### src/rtl/seg7_scan_ctrl_if.sv
// Signal bundle between application logic and the 7-segment scan controller.
// The application side (master) drives digit data and controls; the controller (slave) drives the pins.
interface seg7_scan_ctrl_if #(
  parameter int NUM_DIGITS  = 8,
  parameter int BRIGHT_BITS = 4
);
  logic [4*NUM_DIGITS-1:0] x;
  logic [NUM_DIGITS-1:0]   dp_in;
  logic [NUM_DIGITS-1:0]   digit_en;
  logic                    lz_blank;
  logic [BRIGHT_BITS-1:0]  brightness;
  logic                    load;
  logic [6:0]              a_to_g;
  logic                    dp;
  logic [NUM_DIGITS-1:0]   an;

  modport master (
    output x, dp_in, digit_en, lz_blank, brightness, load,
    input  a_to_g, dp, an
  );

  modport slave (
    input  x, dp_in, digit_en, lz_blank, brightness, load,
    output a_to_g, dp, an
  );
endinterface

### src/rtl/seg7_scan_ctrl.sv
// Time-multiplexed common-anode 7-segment driver: shadow-loaded hex digits, per-digit
// enables and decimal points, leading-zero blanking and PWM brightness.
module seg7_scan_ctrl #(
  parameter int NUM_DIGITS   = 8,
  parameter int CLK_DIV_BITS = 17,
  parameter int BRIGHT_BITS  = 4
) (
  input  logic            clk,
  input  logic            clr,
  seg7_scan_ctrl_if.slave bus
);

  localparam int IDX_W = (NUM_DIGITS > 1) ? $clog2(NUM_DIGITS) : 1;
  localparam logic [IDX_W-1:0] LAST_IDX = IDX_W'(NUM_DIGITS - 1);

  // Active-low gfedcba patterns for hex digits 0..F.
  function automatic logic [6:0] hex_decode(input logic [3:0] nib);
    logic [6:0] seg;
    case (nib)
      4'h0:    seg = 7'b1000000;
      4'h1:    seg = 7'b1111001;
      4'h2:    seg = 7'b0100100;
      4'h3:    seg = 7'b0110000;
      4'h4:    seg = 7'b0011001;
      4'h5:    seg = 7'b0010010;
      4'h6:    seg = 7'b0000010;
      4'h7:    seg = 7'b1111000;
      4'h8:    seg = 7'b0000000;
      4'h9:    seg = 7'b0010000;
      4'hA:    seg = 7'b0001000;
      4'hB:    seg = 7'b0000011;
      4'hC:    seg = 7'b1000110;
      4'hD:    seg = 7'b0100001;
      4'hE:    seg = 7'b0000110;
      default: seg = 7'b0001110;
    endcase
    return seg;
  endfunction

  logic [CLK_DIV_BITS-1:0] presc_p0;
  logic [IDX_W-1:0]        idx_p0;
  logic [4*NUM_DIGITS-1:0] x_p0;
  logic [NUM_DIGITS-1:0]   dp_p0;
  logic [NUM_DIGITS-1:0]   en_p0;

  logic [NUM_DIGITS-1:0]   an_p1;
  logic [6:0]              seg_p1;
  logic                    dpo_p1;

  logic [3:0] nib_cur;
  logic       dp_cur;
  logic       en_cur;
  logic       nz_at_or_above;
  logic       suppress;
  logic       pwm_on;
  logic       lit;

  // Stage p0: prescaler, scan index and shadow registers
  always_ff @(posedge clk) begin
    if (clr) begin
      presc_p0 <= '0;
      idx_p0   <= '0;
      x_p0     <= '0;
      dp_p0    <= '0;
      en_p0    <= '0;
    end else begin
      presc_p0 <= presc_p0 + 1'b1;
      if (&presc_p0)
        idx_p0 <= (idx_p0 == LAST_IDX) ? '0 : idx_p0 + 1'b1;
      if (bus.load) begin
        x_p0  <= bus.x;
        dp_p0 <= bus.dp_in;
        en_p0 <= bus.digit_en;
      end
    end
  end

  always_comb begin
    nib_cur        = 4'h0;
    dp_cur         = 1'b0;
    en_cur         = 1'b0;
    nz_at_or_above = 1'b0;
    for (int i = 0; i < NUM_DIGITS; i++) begin
      if (IDX_W'(i) == idx_p0) begin
        nib_cur = x_p0[4*i +: 4];
        dp_cur  = dp_p0[i];
        en_cur  = en_p0[i];
      end
      // Any non-zero nibble at or above the current digit ends the leading-zero run.
      if (IDX_W'(i) >= idx_p0 && x_p0[4*i +: 4] != 4'h0)
        nz_at_or_above = 1'b1;
    end
    suppress = bus.lz_blank && (idx_p0 != '0) && !dp_cur && !nz_at_or_above;
    pwm_on   = (presc_p0[CLK_DIV_BITS-1 -: BRIGHT_BITS] < bus.brightness) || (&bus.brightness);
    lit      = en_cur && !suppress && pwm_on;
  end

  // Stage p1: registered pin drivers, all switching on the same edge
  always_ff @(posedge clk) begin
    if (clr || !lit) begin
      an_p1  <= '1;
      seg_p1 <= 7'b1111111;
      dpo_p1 <= 1'b1;
    end else begin
      an_p1  <= ~(NUM_DIGITS'(1) << idx_p0);
      seg_p1 <= hex_decode(nib_cur);
      dpo_p1 <= ~dp_cur;
    end
  end

  assign bus.an     = an_p1;
  assign bus.a_to_g = seg_p1;
  assign bus.dp     = dpo_p1;

endmodule

### src/flat_wrapper.sv
// flat-port wrapper written by rule: the top's interface ports become plain ports
module seg7_scan_ctrl_flat 
#(
  parameter int NUM_DIGITS   = 8,
  parameter int CLK_DIV_BITS = 17,
  parameter int BRIGHT_BITS  = 4
)
  (clk, clr, bus_x, bus_dp_in, bus_digit_en, bus_lz_blank, bus_brightness, bus_load, bus_a_to_g, bus_dp, bus_an);
  seg7_scan_ctrl_if #(.NUM_DIGITS(NUM_DIGITS), .BRIGHT_BITS(BRIGHT_BITS)) bus_i ();
  input  logic clk;
  input  logic clr;
  input wire logic [$bits(bus_i.x)-1:0] bus_x;
  input wire logic [$bits(bus_i.dp_in)-1:0] bus_dp_in;
  input wire logic [$bits(bus_i.digit_en)-1:0] bus_digit_en;
  input wire logic [$bits(bus_i.lz_blank)-1:0] bus_lz_blank;
  input wire logic [$bits(bus_i.brightness)-1:0] bus_brightness;
  input wire logic [$bits(bus_i.load)-1:0] bus_load;
  output wire logic [$bits(bus_i.a_to_g)-1:0] bus_a_to_g;
  output wire logic [$bits(bus_i.dp)-1:0] bus_dp;
  output wire logic [$bits(bus_i.an)-1:0] bus_an;
  assign bus_i.x = bus_x;
  assign bus_i.dp_in = bus_dp_in;
  assign bus_i.digit_en = bus_digit_en;
  assign bus_i.lz_blank = bus_lz_blank;
  assign bus_i.brightness = bus_brightness;
  assign bus_i.load = bus_load;
  assign bus_a_to_g = bus_i.a_to_g;
  assign bus_dp = bus_i.dp;
  assign bus_an = bus_i.an;
  seg7_scan_ctrl #(.NUM_DIGITS(NUM_DIGITS), .CLK_DIV_BITS(CLK_DIV_BITS), .BRIGHT_BITS(BRIGHT_BITS)) u_core (.clk(clk), .clr(clr), .bus(bus_i));
endmodule
### config.mk
export PLATFORM = sky130hd
export DESIGN_NAME = seg7_scan_ctrl_flat
export DESIGN_NICKNAME = d
export VERILOG_FILES = /design/src/rtl/seg7_scan_ctrl_if.sv /design/src/rtl/seg7_scan_ctrl.sv /design/src/flat_wrapper.sv
export SDC_FILE = /design/constraint.sdc
export NUM_CORES = 1
export LEC_CHECK = 0
export BUFFER_PORTS_ARGS = -buffer_cell sky130_fd_sc_hd__buf_2
export CAP_MARGIN = 25
export CORE_UTILIZATION = 35
export CTS_CLUSTER_SIZE = 25
export DETAILED_ROUTE_END_ITERATION = 7
export SYNTH_ARGS = -nofsm -noshare
export SYNTH_HDL_FRONTEND = slang
export SYNTH_SLANG_ARGS = --single-unit
export TNS_END_PERCENT = 30
### constraint.sdc
create_clock -name clk -period 5.69 [get_ports clk]
set_clock_uncertainty 0.15 [all_clocks]
set_input_delay 0.569 -clock clk [delete_from_list [all_inputs] [get_ports clk]]
set_output_delay 0.569 -clock clk [all_outputs]
set_load 0.005 [all_outputs]
==> results of run 1 <==
==> worst register-to-register path, stage by stage (launching register included) <==
cell	delay (ns)
dfxtp_1	0.74
ha_1	0.74
inv_1	0.39
nand4_1	0.19
a31oi_1	0.10
o31ai_1	0.46
inv_1	0.19
ha_1	0.27
a21boi_0	0.15
mux2i_1	0.16
o211ai_1	0.10
==> final cells by class <==
type	instances	share of cell area, %
clock buffers	13	5.081
flip-flops and latches	84	35.56
repair buffers	73	7.833
well taps	140	3.705
multi-input cells	307	45.44
inverters	14	1.111
clock inverters	2	1.270
==> cells by family after synthesis <==
| family | share of synthesized area, % |
|---|---|
| fa+ha+maj | 4.660 |
| flops | 41.75 |
| compound gates | 12.95 |
| buf+inv | 4.908 |
| simple gates | 19.51 |
| mux | 12.95 |
| xor+xnor | 3.262 |
==> cell usage in the layout (no fill, tap or decap), types with 3 or more instances in the layout <==
cell	n
mux2i_1	51
and3_1	5
a311oi_1	3
o21ai_1	3
o21ai_0	4
inv_1	12
o221ai_1	4
nand2b_1	3
nor2b_1	5
nor2_1	72
nand2_1	17
nor4_1	8
and4_1	3
a21oi_1	10
nand3b_1	3
nand4_1	6
nor3b_1	3
clkbuf_16	9
dfxtp_1	84
and2_1	4
clkbuf_1	4
nand3_1	18
buf_2	71
a31oi_1	8
ha_1	15
xor2_1	13
==> state kept, by name, summed over array words and instances (netlist names) <==
signal	count
u_core.dp_p0	8
u_core.idx_p0	3
u_core.en_p0	8
u_core.x_p0	32
u_core.bus.a_to_g	7
u_core.presc_p0	17
u_core.bus.an	8
u_core.bus.dp	1
==> power by group <==
part / internal, mW / switching, mW / total, mW
Clock: 0.382 / 0.212 / 0.594
Sequential: 0.613 / 0.0206 / 0.634
Combinational: 0.0545 / 0.0566 / 0.111
==> metal layers <==
layer,GRT usage (%),part of all wire (%),vias up
li1,-,-,1645
met1,23.24,47,1507
met2,26.01,45,113
met3,5.858,6.5,12
met4,5.714,1.9,0
met5,0,0,-
==> final timing paths <==
path / to / from
worst max-delay path: u_core.bus.a_to_g[0] / u_core.idx_p0[1]
worst min-delay path: u_core.presc_p0[0] / u_core.presc_p0[0]
worst max register to register: u_core.bus.a_to_g[0] / u_core.idx_p0[1]
worst min register to register: u_core.presc_p0[0] / u_core.presc_p0[0]
==> metrics.csv, run 1 <==
metric,value,unit
hold_buffers,0,
final-seq-area,0.001682,mm²
placed_cell_area,0.004428,mm²
final_cell_count_no_fill,633,
vias_per_cell,5.177,
htreeDepth,3,
synth.most_common_cell,dfxtp_1,
clk-insertion-delay-late,0.34,ns
postSynthNetCount,507,
crit_arrival,3.82,ns
core.rowCount,38,
powerDensity,283.2,mW/mm²
path_clk_slew,0.06,ns
ctsResizeCount,0,
drt-initial-drc-count,183,
fin_util,42.87,%
relSlewSlack,35.94,%
fin_hold_ws,0.2935,ns
post-synth-top-area-fraction,41.75,%
synth_cells,436,
max_cap_violations,0,
routedWlPerCell,15.34,µm
ys_seq_area_share,41.75,%
path_class,reg2reg,
ys_warn_count,0,
dieWidth,109.3,µm
slew_violations,0,
synth_area_leaders,"dfxtp_1 42%, mux2i_1 13%, nor2_1 6.7%",
multi_input_area,0.002148,mm²
io_buffers,71,
path_depth,10,
cts_tree,built,
worst-path-max-fanout,20,
vdd_drop_max,0.0001958,V
die_area,0.01194,mm²
critPathRequiredTime,5.72,ns
slowest_stage,dfxtp_1,
grt_max_degree,70,
grt.total_usage,17.35,%
cts_buffer_depth,2,
timing.setup.tns,0,ns
status,"complete, no violations",
core,0.01103,mm²
dp.cells,618,
diodes,0,
fin_total_pwr,1.339,mW
grt_overflow,0,
drive_gt1_share,19.68,%
period_share,66.48,%
timing_hold_violations_final,0,
ys_ff_latch,84,
max_freq,264.3,MHz
nFillCells,1100,
drc,0,
cts_inserted_buffers,9,
first_global_vias,3072,
netlist_area,0.004028,mm²
dp_hpwl,7129,µm
routed_wl,9708,µm
period_needed,3.783,ns
path_delay_family,adder cells,
syn_area_per_cell,9.238,µm²
synth_cell_types,69,
r2r_slack,1.91,ns
design_area,0.004728,mm²
crit_buf_inv,2,
vias,3277,
path_cells,ha_1 > inv_1 > nand4_1 > a31oi_1 > o31ai_1 > inv_1 > ha_1 > a21boi_0 > mux2i_1 > o211ai_1,
cts_root_buf,clkbuf_16,
endpoint_kind,flop,
worst_slack,1.907,ns
synth.largest_area_cell,dfxtp_1,
nets,560,
cts_sinks,84,
place.gp.congestion,0.8552,
synthTopCellsByCount,"84 x dfxtp_1, 72 x nor2_1, 51 x mux2i_1",
rsz0062_at_grt,false,
synth_edf_count,0,
whs_path_depth,1,
antenna_left,0,
setup-violations-final,0,
worst_pin_slew,0.9596,ns
post-place-ws,1.928,ns
antenna_found_initial,0,
leakagePower,2.053,nW
synth_ff_type,dfxtp_1,
hp-class,reg2reg,
cp-start-kind,flop,
worst_r2r_path_depth,10,
initial_utilization,36.51,%
max_stage_delay,0.74,ns
async_flop_share,0,%
cts_setup_buffers,0,
ios,72,
grt_pass1_wl,15680,µm
die_h,109.3,µm
syn_to_final_growth,17.40,%
first_pass_iters,4,
No activity file was read; power rests on OpenSTA's default activity.
==> run 2: changes to the inputs <==
--- a/config.mk
+++ b/config.mk
@@ -5,6 +5,7 @@
 export SDC_FILE = /design/constraint.sdc
 export NUM_CORES = 1
 export LEC_CHECK = 0
+export ABC_AREA = 1
 export BUFFER_PORTS_ARGS = -buffer_cell sky130_fd_sc_hd__buf_2
 export CAP_MARGIN = 25
 export CORE_UTILIZATION = 35
==> constraint.sdc (replaced) <==
create_clock -name clk -period 3.9 [get_ports clk]
set_clock_uncertainty 0.15 [all_clocks]
set_input_delay 0.39 -clock clk [delete_from_list [all_inputs] [get_ports clk]]
set_output_delay 0.39 -clock clk [all_outputs]
set_load 0.005 [all_outputs]
==> run 2 against run 1 <==
Net effect: die area decreased by 0.37%; sequential share of layout area decreased by 0.60 points; critical path type unchanged; sequential cell count unchanged; global-route usage increased by 0.40 points; largest power group is now clock.
==> metrics.csv, run 2 <==
metric,value,unit
status,"complete, no violations",
switching_share,23.23,%
synth_edf_count,0,
async_flop_share,0,%
core,0.01098,mm²
regMostFlops,u_core.x_p0,
place.gp.congestion,0.8401,
drive_gt1_share,16.25,%
r2r_start,u_core.idx_p0[0],
synth_ff_type,dfxtp_1,
synth.largest_area_cell,dfxtp_1,
dieWidth,109.1,µm
cts_setup_buffers,0,
vias_per_cell,4.724,
slew_violations,0,
timing_hold_violations_final,0,
timing.setup.tns,0,ns
nets,712,
setup-violations-final,0,
combPwrFrac,8.6,%
min_from,bus_digit_en[3],
cts_inserted_buffers,9,
worst-path-max-fanout,14,
seq_power_share,44.3,%
r2r_slack,1.12,ns
cp-start-kind,flop,
htreeDepth,3,
synth.most_common_cell,nor2_1,
syn_area_per_cell,6.942,µm²
die_area,0.01190,mm²
grt_overflow,0,
period_share,71.16,%
hp-class,in2reg,
relSlewSlack,56.60,%
clk-insertion-delay-late,0.34,ns
diodes,0,
ctsResizeCount,0,
rsz0062_at_grt,false,
first_global_vias,3666,
synth_cell_types,43,
critPathRequiredTime,3.97,ns
crit_arrival,2.85,ns
synth_cells,578,
vdd_drop_max,0.0002315,V
ys_ff_latch,84,
drc,0,
reg_top3,"u_core.x_p0 (32), u_core.presc_p0 (17)",
syn_to_final_growth,19.86,%
grt.total_usage,17.76,%
antenna_left,0,
routed_wl,9595,µm
p_switching,0.4849,mW
max_freq,360.3,MHz
powerDensity,434.0,mW/mm²
cts_root_buf,clkbuf_16,
path_class,reg2reg,
ios,72,
drt-initial-drc-count,111,
hold_buffers,0,
core.rowCount,38,
io_buffers,71,
vias,3713,
cts_tree,built,
antenna_found_initial,0,
postSynthNetCount,649,
p_int,1.603,mW
die_h,109.1,µm
cts_sinks,84,
dp_hpwl,7165,µm
nFillCells,1174,
post-synth-top-area-fraction,41.91,%
endpoint_kind,flop,
final_common_cell,nor2_1,
design_area,0.004810,mm²
hold_path_end,u_core.en_p0[3],
initial_utilization,36.53,%
max_cap_violations,0,
period_needed,2.775,ns
pwr-share-clk,47.1,%
first_pass_iters,4,
largest_reg_flops,32,
netlist_area,0.004013,mm²
worst_r2r_path_depth,19,
leakagePower,2.206,nW
grt_pass1_wl,16580,µm
whs_path_depth,3,
placed_cell_area,0.004461,mm²
cts_buffer_depth,2,
r2r-end,u_core.bus.a_to_g[0],
synth_area_leaders,"dfxtp_1 42%, nor2_1 10%, nand2_1 9.9%",
path_clk_slew,0.06,ns
layout_common_cells,"107 x nor2_1, 106 x nand2_1, 84 x dfxtp_1",
synthTopCellsByCount,"107 x nor2_1, 106 x nand2_1, 84 x dfxtp_1",
grt_max_degree,58,
ys_warn_count,0,
routedWlPerCell,12.21,µm
ys_seq_area_share,41.91,%
worst_pin_slew,0.6502,ns
run 2: cell families (layout without fill, tap and decap cells):
logic type      Yosys count  after routing  synth area share (%)
compound gates          111            111                 14.69
buf+inv                  90            158                 9.105
flops                    84             84                 41.91
simple gates            274            274                 28.75
xor+xnor                  4              4                0.8732
fa+ha+maj                15             15                 4.677
run 2: per-layer routing:
layer	GRT usage [%]	vias up	part of all wire [%]	wire [µm]
met3	3.407	13	4.4	425
met2	28.98	68	45	4311
li1	-	1971	-	-
met4	5.309	0	1.4	133
met1	23.58	1661	49	4724
met5	0	-	0	0
run 2: how the worst max path moves through the flow:
stage	start	endpoint	slack (ns)	cells after the start
finish	u_core.idx_p0[0]	u_core.bus.a_to_g[0]	1.12	19
global route	u_core.idx_p0[0]	u_core.bus.a_to_g[3]	0.77	17
detailed placement	u_core.idx_p0[0]	u_core.bus.a_to_g[0]	1.16	19
CTS	u_core.idx_p0[0]	u_core.bus.a_to_g[0]	1.15	19
global placement	u_core.idx_p0[0]	u_core.bus.a_to_g[3]	1.22	17
floorplan	u_core.presc_p0[0]	u_core.idx_p0[0]	1.59	12
run 2: cell type report:
cell class	instances	area, µm²	share of cell area (%)
Clock buffer	9	225.2	4.683
Inverter	68	260.3	5.411
Timing Repair Buffer	74	377.9	7.856
Tap cell	140	175.2	3.642
Clock inverter	7	123.9	2.575
Sequential cell	84	1682	34.96
Multi-Input combinational cell	404	1966	40.87
run 2: power by group through the flow:
stage,combinational (mW),clock [mW],sequential [mW]
floorplan,0.118,0,0.935
global placement,0.177,0,0.942
detailed placement,0.180,0,0.943
CTS,0.182,1.00,0.924
global route,0.210,1.04,0.929
finish,0.180,0.984,0.924
run 2: critical path, stage by stage (launching register included):
cell and delay (ns):
dfxtp_1 0.61, inv_1 0.14, ha_1 0.26, inv_1 0.09
nor2_2 0.07, nand3_1 0.11, nand3_1 0.08, nand2_1 0.06
nand2_1 0.04, nand2_1 0.06, nand2_1 0.10, nand2_1 0.10
nand2_1 0.10, ha_1 0.27, inv_1 0.09, nand3_1 0.09
nand3_1 0.10, nand2_1 0.05, inv_1 0.05, nand2_1 0.04
run 2: stage by stage:
step / power (mW) / hold WS [ns] / utilization (%) / std cells / worst slack [ns]
after global placement: 1.120 / 0.2797 / 40.61 / 770 / 1.218
final: 2.087 / 0.1266 / 43.79 / 786 / 1.125
after CTS: 2.110 / 0.1234 / 43.79 / 786 / 1.146
after global routing: 2.178 / 0.1332 / 43.79 / 786 / 0.7673
after detailed placement: 1.124 / 0.2889 / 40.61 / 770 / 1.159
after floorplan: 1.053 / 0.2675 / - / 578 / 1.594
